--- config.mk ---
export PLATFORM = sky130hd
export DESIGN_NAME = seven_seg_capture_flat
export DESIGN_NICKNAME = d
export VERILOG_FILES = /design/src/rtl/seven_seg_capture_if.sv /design/src/rtl/seven_seg_capture.sv /design/src/flat_wrapper.sv
export SDC_FILE = /design/constraint.sdc
export NUM_CORES = 1
export LEC_CHECK = 0
export CAP_MARGIN = 20
export CORE_ASPECT_RATIO = 0.9
export CORE_MARGIN = 8
export CORE_UTILIZATION = 54
export CTS_CLUSTER_DIAMETER = 30
export CTS_CLUSTER_SIZE = 30
export DETAILED_ROUTE_END_ITERATION = 8
export GPL_TIMING_DRIVEN = 0
export PLACE_DENSITY = 0.77
export SYNTH_ARGS = -nofsm -noshare
export SYNTH_HDL_FRONTEND = slang
export SYNTH_SLANG_ARGS = --single-unit
--- constraint.sdc ---
create_clock -name clk -period 4.5 [get_ports clk]
set_input_delay 0.45 -clock clk [delete_from_list [all_inputs] [get_ports clk]]
set_output_delay 0.45 -clock clk [all_outputs]
set_load 0.005 [all_outputs]
--- src/rtl/seven_seg_capture_if.sv ---
// Scanned 7-segment display bus as seen at the capture input.
// The display side (or a bench) drives it through the master modport.
// The capture block observes it through the slave modport.
interface seven_seg_capture_if;
   logic [6:0] segments_in;   // gfedcba, active-low
   logic [3:0] anodes_in;     // digit enables, active-low, bit0 = rightmost

   modport master (
      output segments_in,
      output anodes_in
   );

   modport slave (
      input segments_in,
      input anodes_in
   );
endinterface

--- src/rtl/seven_seg_capture.sv ---
// Receive side of the multiplexed 4-digit 7-segment display path.
// Samples the scanned bus and decodes each settled digit back to a code.
// Reassembles d0..d3 scan frames and reports:
//   - the displayed number,
//   - whether it is one of the four legal duty-cycle displays.
module seven_seg_capture #(
   parameter int CLK_FREQ       = 100_000_000,
   parameter int SETTLE_CYCLES  = 16,
   parameter int TIMEOUT_CYCLES = CLK_FREQ / 100
) (
   input  logic                  clk,
   input  logic                  reset_n,
   seven_seg_capture_if.slave    bus,
   output logic [15:0]           digits_out,
   output logic                  frame_valid,
   output logic [13:0]           value_bin,
   output logic [1:0]            duty_sel_out,
   output logic                  value_ok,
   output logic                  seg_error,
   output logic                  timeout
);

   localparam int ST_W = $clog2(SETTLE_CYCLES) + 1;
   localparam int TO_W = $clog2(TIMEOUT_CYCLES + 1);
   localparam logic [ST_W-1:0] ST_MAX = ST_W'(SETTLE_CYCLES - 1);
   localparam logic [TO_W-1:0] TO_MAX = TO_W'(TIMEOUT_CYCLES);

   typedef enum logic [1:0] {
      S_WAIT_SYNC,
      S_COLLECT,
      S_PUBLISH
   } state_t;

   // Active-low gfedcba pattern -> digit code (15 blank, 14 unrecognised)
   function automatic logic [3:0] f_decode(input logic [6:0] seg);
      logic [3:0] code;
      case (seg)
         7'b1000000: code = 4'd0;
         7'b1111001: code = 4'd1;
         7'b0100100: code = 4'd2;
         7'b0110000: code = 4'd3;
         7'b0011001: code = 4'd4;
         7'b0010010: code = 4'd5;
         7'b0000010: code = 4'd6;
         7'b1111000: code = 4'd7;
         7'b0000000: code = 4'd8;
         7'b0010000: code = 4'd9;
         7'b1111111: code = 4'hF;
         default:    code = 4'hE;
      endcase
      return code;
   endfunction

   logic [6:0]      r_seg_s1, r_seg_s2;
   logic [3:0]      r_an_s1, r_an_s2;
   logic [10:0]     r_prev;
   logic [ST_W-1:0] r_stab_cnt;
   logic            r_sampled;
   state_t          r_state, w_state_next;
   logic [3:0]      r_mask, w_mask_next;
   logic [3:0]      r_shadow [4];
   logic [TO_W-1:0] r_to_cnt;
   logic [15:0]     r_digits;
   logic            r_frame_valid;
   logic [13:0]     r_value_bin;
   logic [1:0]      r_duty;
   logic            r_value_ok;
   logic            r_seg_error;
   logic            r_timeout;

   logic            w_an_valid;
   logic [1:0]      w_k;
   logic            w_stable;
   logic            w_sample;
   logic [3:0]      w_code;
   logic            w_shadow_we;
   logic            w_publish;
   logic            w_completing;
   logic            w_abort;
   logic            w_to_hit;
   logic [15:0]     w_shadow_flat;
   logic [3:0]      w_dval [4];
   logic [13:0]     w_value;
   logic            w_legal;
   logic [1:0]      w_legal_sel;

   // Two-flop synchronisers on both buses; idle (all-ones) after reset
   always_ff @(posedge clk or negedge reset_n) begin
      if (!reset_n) begin
         r_seg_s1 <= '1;
         r_seg_s2 <= '1;
         r_an_s1  <= '1;
         r_an_s2  <= '1;
      end else begin
         r_seg_s1 <= bus.segments_in;
         r_seg_s2 <= r_seg_s1;
         r_an_s1  <= bus.anodes_in;
         r_an_s2  <= r_an_s1;
      end
   end

   // Exactly one active anode selects a digit; anything else means no digit
   always_comb begin
      w_an_valid = 1'b1;
      w_k        = 2'd0;
      case (r_an_s2)
         4'b1110: w_k = 2'd0;
         4'b1101: w_k = 2'd1;
         4'b1011: w_k = 2'd2;
         4'b0111: w_k = 2'd3;
         default: w_an_valid = 1'b0;
      endcase
   end

   assign w_stable = w_an_valid && ({r_an_s2, r_seg_s2} == r_prev);
   // Fires on the SETTLE_CYCLES-th identical cycle, once per dwell
   assign w_sample = w_stable && !r_sampled && (r_stab_cnt == ST_MAX - 1'b1);
   assign w_code   = f_decode(r_seg_s2);

   // Settling counter: a segment glitch inside a dwell restarts it
   always_ff @(posedge clk or negedge reset_n) begin
      if (!reset_n) begin
         r_prev     <= '1;
         r_stab_cnt <= '0;
         r_sampled  <= 1'b0;
      end else begin
         r_prev <= {r_an_s2, r_seg_s2};
         if (!w_stable) begin
            r_stab_cnt <= '0;
            r_sampled  <= 1'b0;
         end else begin
            if (r_stab_cnt != ST_MAX)
               r_stab_cnt <= r_stab_cnt + 1'b1;
            if (w_sample)
               r_sampled <= 1'b1;
         end
      end
   end

   assign w_to_hit = (r_to_cnt == TO_MAX - 1'b1);

   // Frame FSM next state: collect d0 first, then any order until all four seen
   always_comb begin
      w_state_next = r_state;
      w_mask_next  = r_mask;
      w_shadow_we  = 1'b0;
      w_publish    = 1'b0;
      w_completing = 1'b0;
      w_abort      = 1'b0;
      case (r_state)
         S_WAIT_SYNC: begin
            if (w_sample && (w_k == 2'd0)) begin
               w_shadow_we  = 1'b1;
               w_mask_next  = 4'b0001;
               w_state_next = S_COLLECT;
            end
         end
         S_COLLECT: begin
            if (w_sample) begin
               w_shadow_we = 1'b1;
               w_mask_next = r_mask | ~r_an_s2;
               if (w_mask_next == 4'b1111) begin
                  w_completing = 1'b1;
                  w_state_next = S_PUBLISH;
               end
            end
         end
         S_PUBLISH: begin
            w_publish    = 1'b1;
            w_mask_next  = 4'b0000;
            w_state_next = S_WAIT_SYNC;
            if (w_sample && (w_k == 2'd0)) begin
               w_shadow_we  = 1'b1;
               w_mask_next  = 4'b0001;
               w_state_next = S_COLLECT;
            end
         end
         default: begin
            w_mask_next  = 4'b0000;
            w_state_next = S_WAIT_SYNC;
         end
      endcase
      // A completing or publishing frame beats a timeout in the same cycle
      w_abort = w_to_hit && !w_publish && !w_completing;
      if (w_abort) begin
         w_shadow_we  = 1'b0;
         w_mask_next  = 4'b0000;
         w_state_next = S_WAIT_SYNC;
      end
   end

   // Frame FSM state and collected-digit mask
   always_ff @(posedge clk or negedge reset_n) begin
      if (!reset_n) begin
         r_state <= S_WAIT_SYNC;
         r_mask  <= 4'b0000;
      end else begin
         r_state <= w_state_next;
         r_mask  <= w_mask_next;
      end
   end

   // Shadow digits of the frame being assembled
   always_ff @(posedge clk or negedge reset_n) begin
      if (!reset_n) begin
         for (int i = 0; i < 4; i++)
            r_shadow[i] <= 4'hF;
      end else if (w_shadow_we) begin
         r_shadow[w_k] <= w_code;
      end
   end

   assign w_shadow_flat = {r_shadow[3], r_shadow[2], r_shadow[1], r_shadow[0]};

   // Blank and invalid digits contribute zero to the binary value
   generate
      for (genvar gi = 0; gi < 4; gi++) begin : g_dval
         assign w_dval[gi] = (r_shadow[gi] <= 4'd9) ? r_shadow[gi] : 4'd0;
      end
   endgenerate

   assign w_value = 14'(w_dval[3]) * 14'd1000 + 14'(w_dval[2]) * 14'd100
                  + 14'(w_dval[1]) * 14'd10   + 14'(w_dval[0]);

   // Only the four duty-cycle displays are legal frames
   always_comb begin
      w_legal     = 1'b1;
      w_legal_sel = 2'b00;
      case (w_shadow_flat)
         16'hFF25: w_legal_sel = 2'b00;
         16'hFF50: w_legal_sel = 2'b01;
         16'hFF75: w_legal_sel = 2'b10;
         16'hF100: w_legal_sel = 2'b11;
         default:  w_legal     = 1'b0;
      endcase
   end

   // Timeout counter saturates; timeout flag is set once and cleared by a frame
   always_ff @(posedge clk or negedge reset_n) begin
      if (!reset_n) begin
         r_to_cnt  <= '0;
         r_timeout <= 1'b0;
      end else begin
         if (w_publish)
            r_to_cnt <= '0;
         else if (r_to_cnt != TO_MAX)
            r_to_cnt <= r_to_cnt + 1'b1;

         if (w_publish)
            r_timeout <= 1'b0;
         else if (w_abort)
            r_timeout <= 1'b1;
      end
   end

   // Publish a completed frame; duty selection only moves on a legal frame
   always_ff @(posedge clk or negedge reset_n) begin
      if (!reset_n) begin
         r_digits      <= 16'hFFFF;
         r_frame_valid <= 1'b0;
         r_value_bin   <= '0;
         r_duty        <= 2'b00;
         r_value_ok    <= 1'b0;
      end else begin
         r_frame_valid <= w_publish;
         if (w_publish) begin
            r_digits    <= w_shadow_flat;
            r_value_bin <= w_value;
            r_value_ok  <= w_legal;
            if (w_legal)
               r_duty <= w_legal_sel;
         end
      end
   end

   // Sticky flag for any sampled pattern that is not a digit or blank
   always_ff @(posedge clk or negedge reset_n) begin
      if (!reset_n)
         r_seg_error <= 1'b0;
      else if (w_sample && (w_code == 4'hE))
         r_seg_error <= 1'b1;
   end

   assign digits_out   = r_digits;
   assign frame_valid  = r_frame_valid;
   assign value_bin    = r_value_bin;
   assign duty_sel_out = r_duty;
   assign value_ok     = r_value_ok;
   assign seg_error    = r_seg_error;
   assign timeout      = r_timeout;

endmodule

--- src/flat_wrapper.sv ---
// flat-port wrapper written by rule: the top's interface ports become plain ports
module seven_seg_capture_flat 
#(
   parameter int CLK_FREQ       = 100_000_000,
   parameter int SETTLE_CYCLES  = 16,
   parameter int TIMEOUT_CYCLES = CLK_FREQ / 100
)
  (clk, reset_n, digits_out, frame_valid, value_bin, duty_sel_out, value_ok, seg_error, timeout, bus_segments_in, bus_anodes_in);
  seven_seg_capture_if bus_i ();
  input  logic clk;
  input  logic reset_n;
  output logic [15:0] digits_out;
  output logic frame_valid;
  output logic [13:0] value_bin;
  output logic [1:0] duty_sel_out;
  output logic value_ok;
  output logic seg_error;
  output logic timeout;
  input wire logic [$bits(bus_i.segments_in)-1:0] bus_segments_in;
  input wire logic [$bits(bus_i.anodes_in)-1:0] bus_anodes_in;
  assign bus_i.segments_in = bus_segments_in;
  assign bus_i.anodes_in = bus_anodes_in;
  seven_seg_capture #(.CLK_FREQ(CLK_FREQ), .SETTLE_CYCLES(SETTLE_CYCLES), .TIMEOUT_CYCLES(TIMEOUT_CYCLES)) u_core (.clk(clk), .reset_n(reset_n), .bus(bus_i), .digits_out(digits_out), .frame_valid(frame_valid), .value_bin(value_bin), .duty_sel_out(duty_sel_out), .value_ok(value_ok), .seg_error(seg_error), .timeout(timeout));
endmodule
# Word-level counts from Yosys, hierarchy flattened

Cells that the tools add are included.

Register bits after elaboration: 117

$add $sub $neg: 5
Multipliers: 3
Order comparisons: 6
Equality and inequality tests: 32
Mux-type cells: 39
Bitwise logic cells: 3
Reduce and logical (&&, ||, !) cells: 22

Operators by type and width:

| operator              | count |
|---|---|
| $eq 16x16->1 const B  | 4 |
| $pmux 4 s11           | 1 |
| $mux 20               | 2 |
| $mux 4                | 8 |
| $eq 7x7->1 const B    | 4 |
| $eq 7x5->1 const B    | 3 |
| $add 20x1->20 const B | 1 |
| $eq 20x20->1 const B  | 1 |
| $eq 4x4->1 const B    | 5 |
| $ne 20x20->1 const B  | 1 |
| $pmux 2 s3            | 3 |
| $bwmux 16             | 1 |
| $le 4x4->1 const B    | 4 |
| $mux 1                | 15 |
| $add 14x11->14        | 1 |
| $add 14x4->14         | 1 |
| $add 14x8->14         | 1 |
| $eq 7x6->1 const B    | 2 |
| $pmux 4 s3            | 1 |
| $eq 11x11->1          | 1 |
| $mul 4x7->11 const B  | 1 |
| $mux 5                | 2 |
| $mul 4x5->9 const B   | 1 |
| $ne 3x1->1 const B    | 3 |
| other kinds (26)      | 43 |

# Logic depth before layout (Yosys ltp)

Depth in word-level cells: 12
Gate-level depth with buffers: 20
Depth with buffers taken out: 20

# Least setup slack after synthesis

Ideal clock, no wire load.

Kind: reg2reg
Start point: reg u_core.r_shadow[2] in the netlist's numbering
End point: reg u_core.r_value_bin[13], in the netlist u_core.value_bin[13]
Data arrival time: 4363 ps
Required time: 4364 ps
Setup slack: 1 ps
Stages on the path, launching flop included: 18
Path buffers: 0
Period minus slack after synthesis: 4499 ps
Cell sequence: dfstp_2 -> nor2b_1 -> inv_1 -> fa_1 -> fa_1 -> inv_1 -> ha_1 -> nor2b_1 -> o21ai_0 -> nand2_1 -> xnor2_1 -> ha_1 -> ha_1 -> ha_1 -> and3_1 -> a211oi_1 -> xnor2_1 -> o21ai_0

Longest elaborated chain between the ends: 6

Ends and longest elaborated chain:

| element                         | RTL line                 | text |
|---|---|---|
| start, declared                 | seven_seg_capture.sv:61  | `logic [3:0] r_shadow [4];` |
| start signal, assigned by index | seven_seg_capture.sv:209 | `r_shadow[w_k] <= w_code;` |
| $le 4x4->1                      | seven_seg_capture.sv:218 | `assign w_dval[gi] = (r_shadow[gi] <= 4'd9) ? r_shadow[gi] : 4'd0;` |
| $mux 4 *                        | seven_seg_capture.sv:218 |  |
| $mul 4x7->11 *                  | seven_seg_capture.sv:222 | `assign w_value = 14'(w_dval[3]) * 14'd1000 + 14'(w_dval[2]) * 14'd100` |
| $add 14x11->14 *                | seven_seg_capture.sv:222 |  |
| $add 14x8->14 *                 | seven_seg_capture.sv:223 | `+ 14'(w_dval[1]) * 14'd10 + 14'(w_dval[0]);` |
| $add 14x4->14 *                 | seven_seg_capture.sv:223 |  |
| end signal, assigned            | seven_seg_capture.sv:268 | `r_value_bin <= w_value;` |
| end, declared                   | seven_seg_capture.sv:65  | `logic [13:0] r_value_bin;` |

Every way passes the cells marked *; elsewhere a longest branch is shown, timed or not.
A chain may end at the register's enable or synchronous reset.

# Worst setup path after layout

Start point: reg u_core.r_shadow[3] in the netlist's numbering
End point: reg u_core.r_value_bin[13], in the netlist u_core.value_bin[13]

The elaborated chain is that of the path after synthesis.

==> run summary <==
The peak fanout along the critical path was 5; the clock transition time at the flip-flop clock pins of the worst setup and hold paths was 0.06 ns. Hold is met by 0.0801 ns. For the worst-skew pair, the clock arrives at the later sink with an insertion delay of 0.42 ns. At the end of routability-driven placement, the weighted congestion stood at 0.845. The number of nets in the synthesized netlist is 777. The die is 135 µm wide. Data arrives at the worst endpoint at 4.63 ns. The number of levels in the clock H-tree is 4.

Launching element type of the critical path: a register. The via count of the first global-routing pass is 5,386. The endpoint identified for the worst register-to-register timing path is u_core.value_bin[13]. The number of warnings printed during yosys synthesis is 0, and the number of DRC markers after the initial detailed-route iteration is 346. The number of nets in the layout is 858, and the per-instance average area after synthesis is 9.92 µm². The post-route worst setup slack is 0.160 ns. Synthesis instantiated 56 different standard cells from the library.

The highest ir drop seen on vdd was 0.478 mV. Setup slack on the worst reg-to-reg path comes out at 0.16 ns. The first global-routing pass estimated 24,700 µm of wire. Based on the critical path, the design can be clocked at up to 230 MHz.

The post-route netlist has 21.0% of its cells at a drive strength greater than 1. The layout overhead on the synthesized area is 23.7%, and the worst max-slew margin expressed relative to the limit is 54.2%. After detailed routing, the average wire length per cell comes to 15.8 µm. For the count of final hold-check violations, the log shows 0. Tracing the worst setup path back leads to its startpoint at u_core.r_shadow[3]. The floorplan step set the die height to 123 µm. The number of primary I/O pins was 49.

The most used flip-flop cell after synthesis was dfstp_2. The logs give 18.7% for the combined global-route utilization of all metal layers and 0 for the final number of max-transition violations. The TritonCTS sink count is 117. The flow ran to the end, and the final reports show no timing, DRC or antenna violations. In this run the critical register-to-register path is launched from u_core.r_shadow[3]. Counting the buffers created by CTS gives 17. The async set-reset flop share out of synthesis works out to 100%.

The die covers 16,500 µm². The count of hold buffers inserted by post-cts repair was 0. At the end of the flow the core is filled with cells to 67.5%. The tools report the initial antenna violation count as 0.

The first-pass iteration count of the detailed router is 5. Entering global routing, the biggest net connects 64 pins. The post-placement setup slack is -0.449 ns, and the sequential cell area fraction in the yosys report is 44.0%.

In this run the deepest clock path goes through 2 buffers. The transition time at the pin with the least slew margin works out to 0.682 ns. The run gives 10,500 µm as the sum of net half-perimeters after detailed placement. For the total inserted antenna cells, the log shows 0.

Count of flip-flops with a built-in enable after synthesis: 0. After synthesis the cells add up to 6840 µm². For this design the ratio of total power to cell area is 308 nW/µm². The logs give 0 for the DRC violation count after routing and 0 for the number of endpoints failing setup at the final stage. The residual overflow from global routing is 0. The run gives 0 as the max capacitance violation total. The tightest min-delay check is of the in2async type.

The number of cells traversed by the worst register-to-register path is 16. Summed over all cells, the static leakage comes to 3.83 nW. The post-route clock skew came out at 0.00575 ns. After floorplanning, the core was divided into 39 placement rows.

Ratio of routed vias to standard cells: 5.48. The library cell used as clock root buffer is clkbuf_16. The critical path in this run is classified as reg2reg. After technology mapping, the gate count stands at 690. Total wire length: 15,000 µm. The register bit count reported by yosys is 117, and the shortest clock period the worst path allows after layout is 4.34 ns. For this configuration, the core starts out at a cell density of 54.6%. Of the available clock period, the critical path in the final layout requires 96.5%.

TritonCTS built the clock tree. Total power for the finished layout comes to 2.61 mW. The final antenna-violating net count was 0; the required time at the endpoint of the critical path was 4.79 ns.

For the core footprint, the log shows 12,500 µm². The worst setup path is captured at a register. Input and output buffers added on the ports amount to 48. The number of vias after detailed routing is 5,193.
-- stage by stage --
stage / std cells / setup TNS, ns / instance area (µm²)
6_report: 948 / 0 / 8470
5_1_grt: 948 / -0.0419 / 8470
3_3_place_gp: 902 / -62.09 / 7530
4_1_cts: 937 / 0 / 8250
2_1_floorplan: 690 / 0 / 6840
3_5_place_dp: 903 / -1.16 / 7550
-- worst max-delay path: stages, from the launching register on --
cell,delay [ns]
dfstp_2,0.59
nand2b_4,0.18
inv_1,0.09
ha_1,0.31
fa_1,0.52
inv_1,0.07
fa_2,0.56
inv_1,0.05
fa_1,0.47
ha_4,0.30
ha_4,0.20
o21a_1,0.11
o31ai_2,0.10
a21oi_2,0.14
a211oi_2,0.27
xnor2_1,0.16
o21ai_0,0.09
-- power by group --
group / internal [mW] / switching (mW)
clock: 0.942 / 0.502
combinational: 0.0291 / 0.0476
sequential: 1.08 / 0.00826
-- worst max path at each step --
| stage | end | slack, ns | cells past startpoint |
|---|---|---|---|
| 2_1_floorplan | u_core.value_bin[13] | 0.001 | 17 |
| 3_3_place_gp | u_core.value_bin[12] | -1.19 | 1 |
| 3_5_place_dp | u_core.value_bin[13] | -0.45 | 17 |
| 4_1_cts | u_core.value_bin[13] | 0.003 | 17 |
| 5_1_grt | u_core.value_bin[13] | -0.04 | 18 |
| 6_report | u_core.value_bin[13] | 0.16 | 16 |
-- logic make-up (layout without fill, tap and decap cells) --
group | Yosys count | after routing | share of synthesized area [%]
and+or+nand+nor | 261 | 261 | 18.8
DFF | 117 | 117 | 44.0
AOI/OAI and AO/OA | 88 | 88 | 8.17
buffers and inverters | 85 | 179 | 4.68
adders and majority gates | 74 | 74 | 15.4
xor gates and xnor gates | 45 | 45 | 5.76
muxes | 20 | 20 | 3.25
-- cell usage after synthesis, types with 2 or more instances --
cell type | number | area, µm²
a211oi_1 | 4 | 30.0
a21o_1 | 4 | 30.0
a21oi_1 | 26 | 130
a221oi_1 | 2 | 17.5
a31oi_1 | 4 | 25.0
a32oi_1 | 2 | 17.5
and2_1 | 2 | 12.5
and3_1 | 5 | 31.3
buf_1 | 4 | 15.0
clkbuf_1 | 17 | 63.8
dfrtp_1 | 52 | 1300
dfstp_2 | 65 | 1710
fa_1 | 17 | 340
ha_1 | 57 | 713
inv_1 | 62 | 233
mux2_2 | 17 | 191
mux2i_1 | 2 | 20.0
nand2_1 | 106 | 398
nand2b_1 | 9 | 56.3
nand3_1 | 16 | 80.1
nand4_1 | 9 | 56.3
nand4b_1 | 5 | 43.8
nor2_1 | 45 | 169
nor2b_1 | 11 | 68.8
nor3_1 | 16 | 80.1
nor3b_1 | 7 | 52.6
nor4_1 | 5 | 31.3
nor4_2 | 3 | 37.5
o21a_1 | 3 | 22.5
o21ai_0 | 24 | 120
o22ai_1 | 2 | 12.5
o31ai_1 | 5 | 37.5
o41ai_1 | 2 | 17.5
or2_2 | 2 | 12.5
or3_1 | 8 | 50.1
or4_1 | 6 | 45.0
or4_4 | 2 | 22.5
xnor2_1 | 28 | 245
xor2_1 | 17 | 149
-- area by class of cell --
class                   count  area (µm²)
multi-input cells         488        3690
flip-flops and latches    117        3010
repair buffers             62         603
fillers                   912        4070
plain buffers              22        83.8
inverters                  63         236
well taps                 164         205
clock inverters            13         166
clock buffers              19         475
-- sequential cells by signal, summed over array words and instances, names as in the netlist, 2 cells and up --
register and flops:
u_core.r_seg_s1 7, u_core.r_seg_s2 7, u_core.digits_out 16, u_core.r_stab_cnt 5, u_core.r_state 2, u_core.r_prev 11
u_core.r_an_s1 4, u_core.r_shadow 16, u_core.r_mask 4, u_core.value_bin 14, u_core.duty_sel_out 2, u_core.r_an_s2 4
u_core.r_to_cnt 20
-- repair_timing --
item,in CTS,in global routing
buffers inserted,2,11
endpoints found under the setup margin,5,5
gates resized for setup,11,18
pin swaps,0,11
gates cloned,0,0
-- metal layers --
| metal | track usage (%) | wire length (µm) | part of all wire [%] |
|---|---|---|---|
| met3 | 4.99 | 731 | 4.9 |
| met4 | 6.80 | 273 | 1.8 |
| met1 | 21.9 | 6490 | 43 |
| met5 | 0 | 0 | 0 |
| met2 | 32.3 | 7490 | 50 |
-- layout by cell type (no fill, tap or decap), types with 4 or more instances in the layout --
cell / synthesis / final
xor2_1: 17 / 17
ha_4: 0 / 9
dfstp_2: 65 / 65
buf_4: 0 / 14
nand4_1: 9 / 9
fa_1: 17 / 15
nand3_1: 16 / 16
inv_1: 62 / 59
nand4b_1: 5 / 5
and3_1: 5 / 5
clkbuf_16: 0 / 19
inv_2: 1 / 4
or3_1: 8 / 8
nand2_1: 106 / 104
mux2_2: 17 / 17
clkdlybuf4s50_1: 0 / 47
nand2b_1: 9 / 8
a31oi_1: 4 / 4
nor4_1: 5 / 5
nor3_1: 16 / 16
dfrtp_1: 52 / 52
or4_1: 6 / 6
a21o_1: 4 / 4
clkbuf_1: 17 / 17
nor3b_1: 7 / 6
o21ai_0: 24 / 22
a21oi_1: 26 / 25
xnor2_1: 28 / 28
nor2b_1: 11 / 9
ha_1: 57 / 48
nor2_1: 45 / 45
buf_1: 4 / 4
o31ai_1: 5 / 4
No activity file was read; power rests on OpenSTA's default activity.
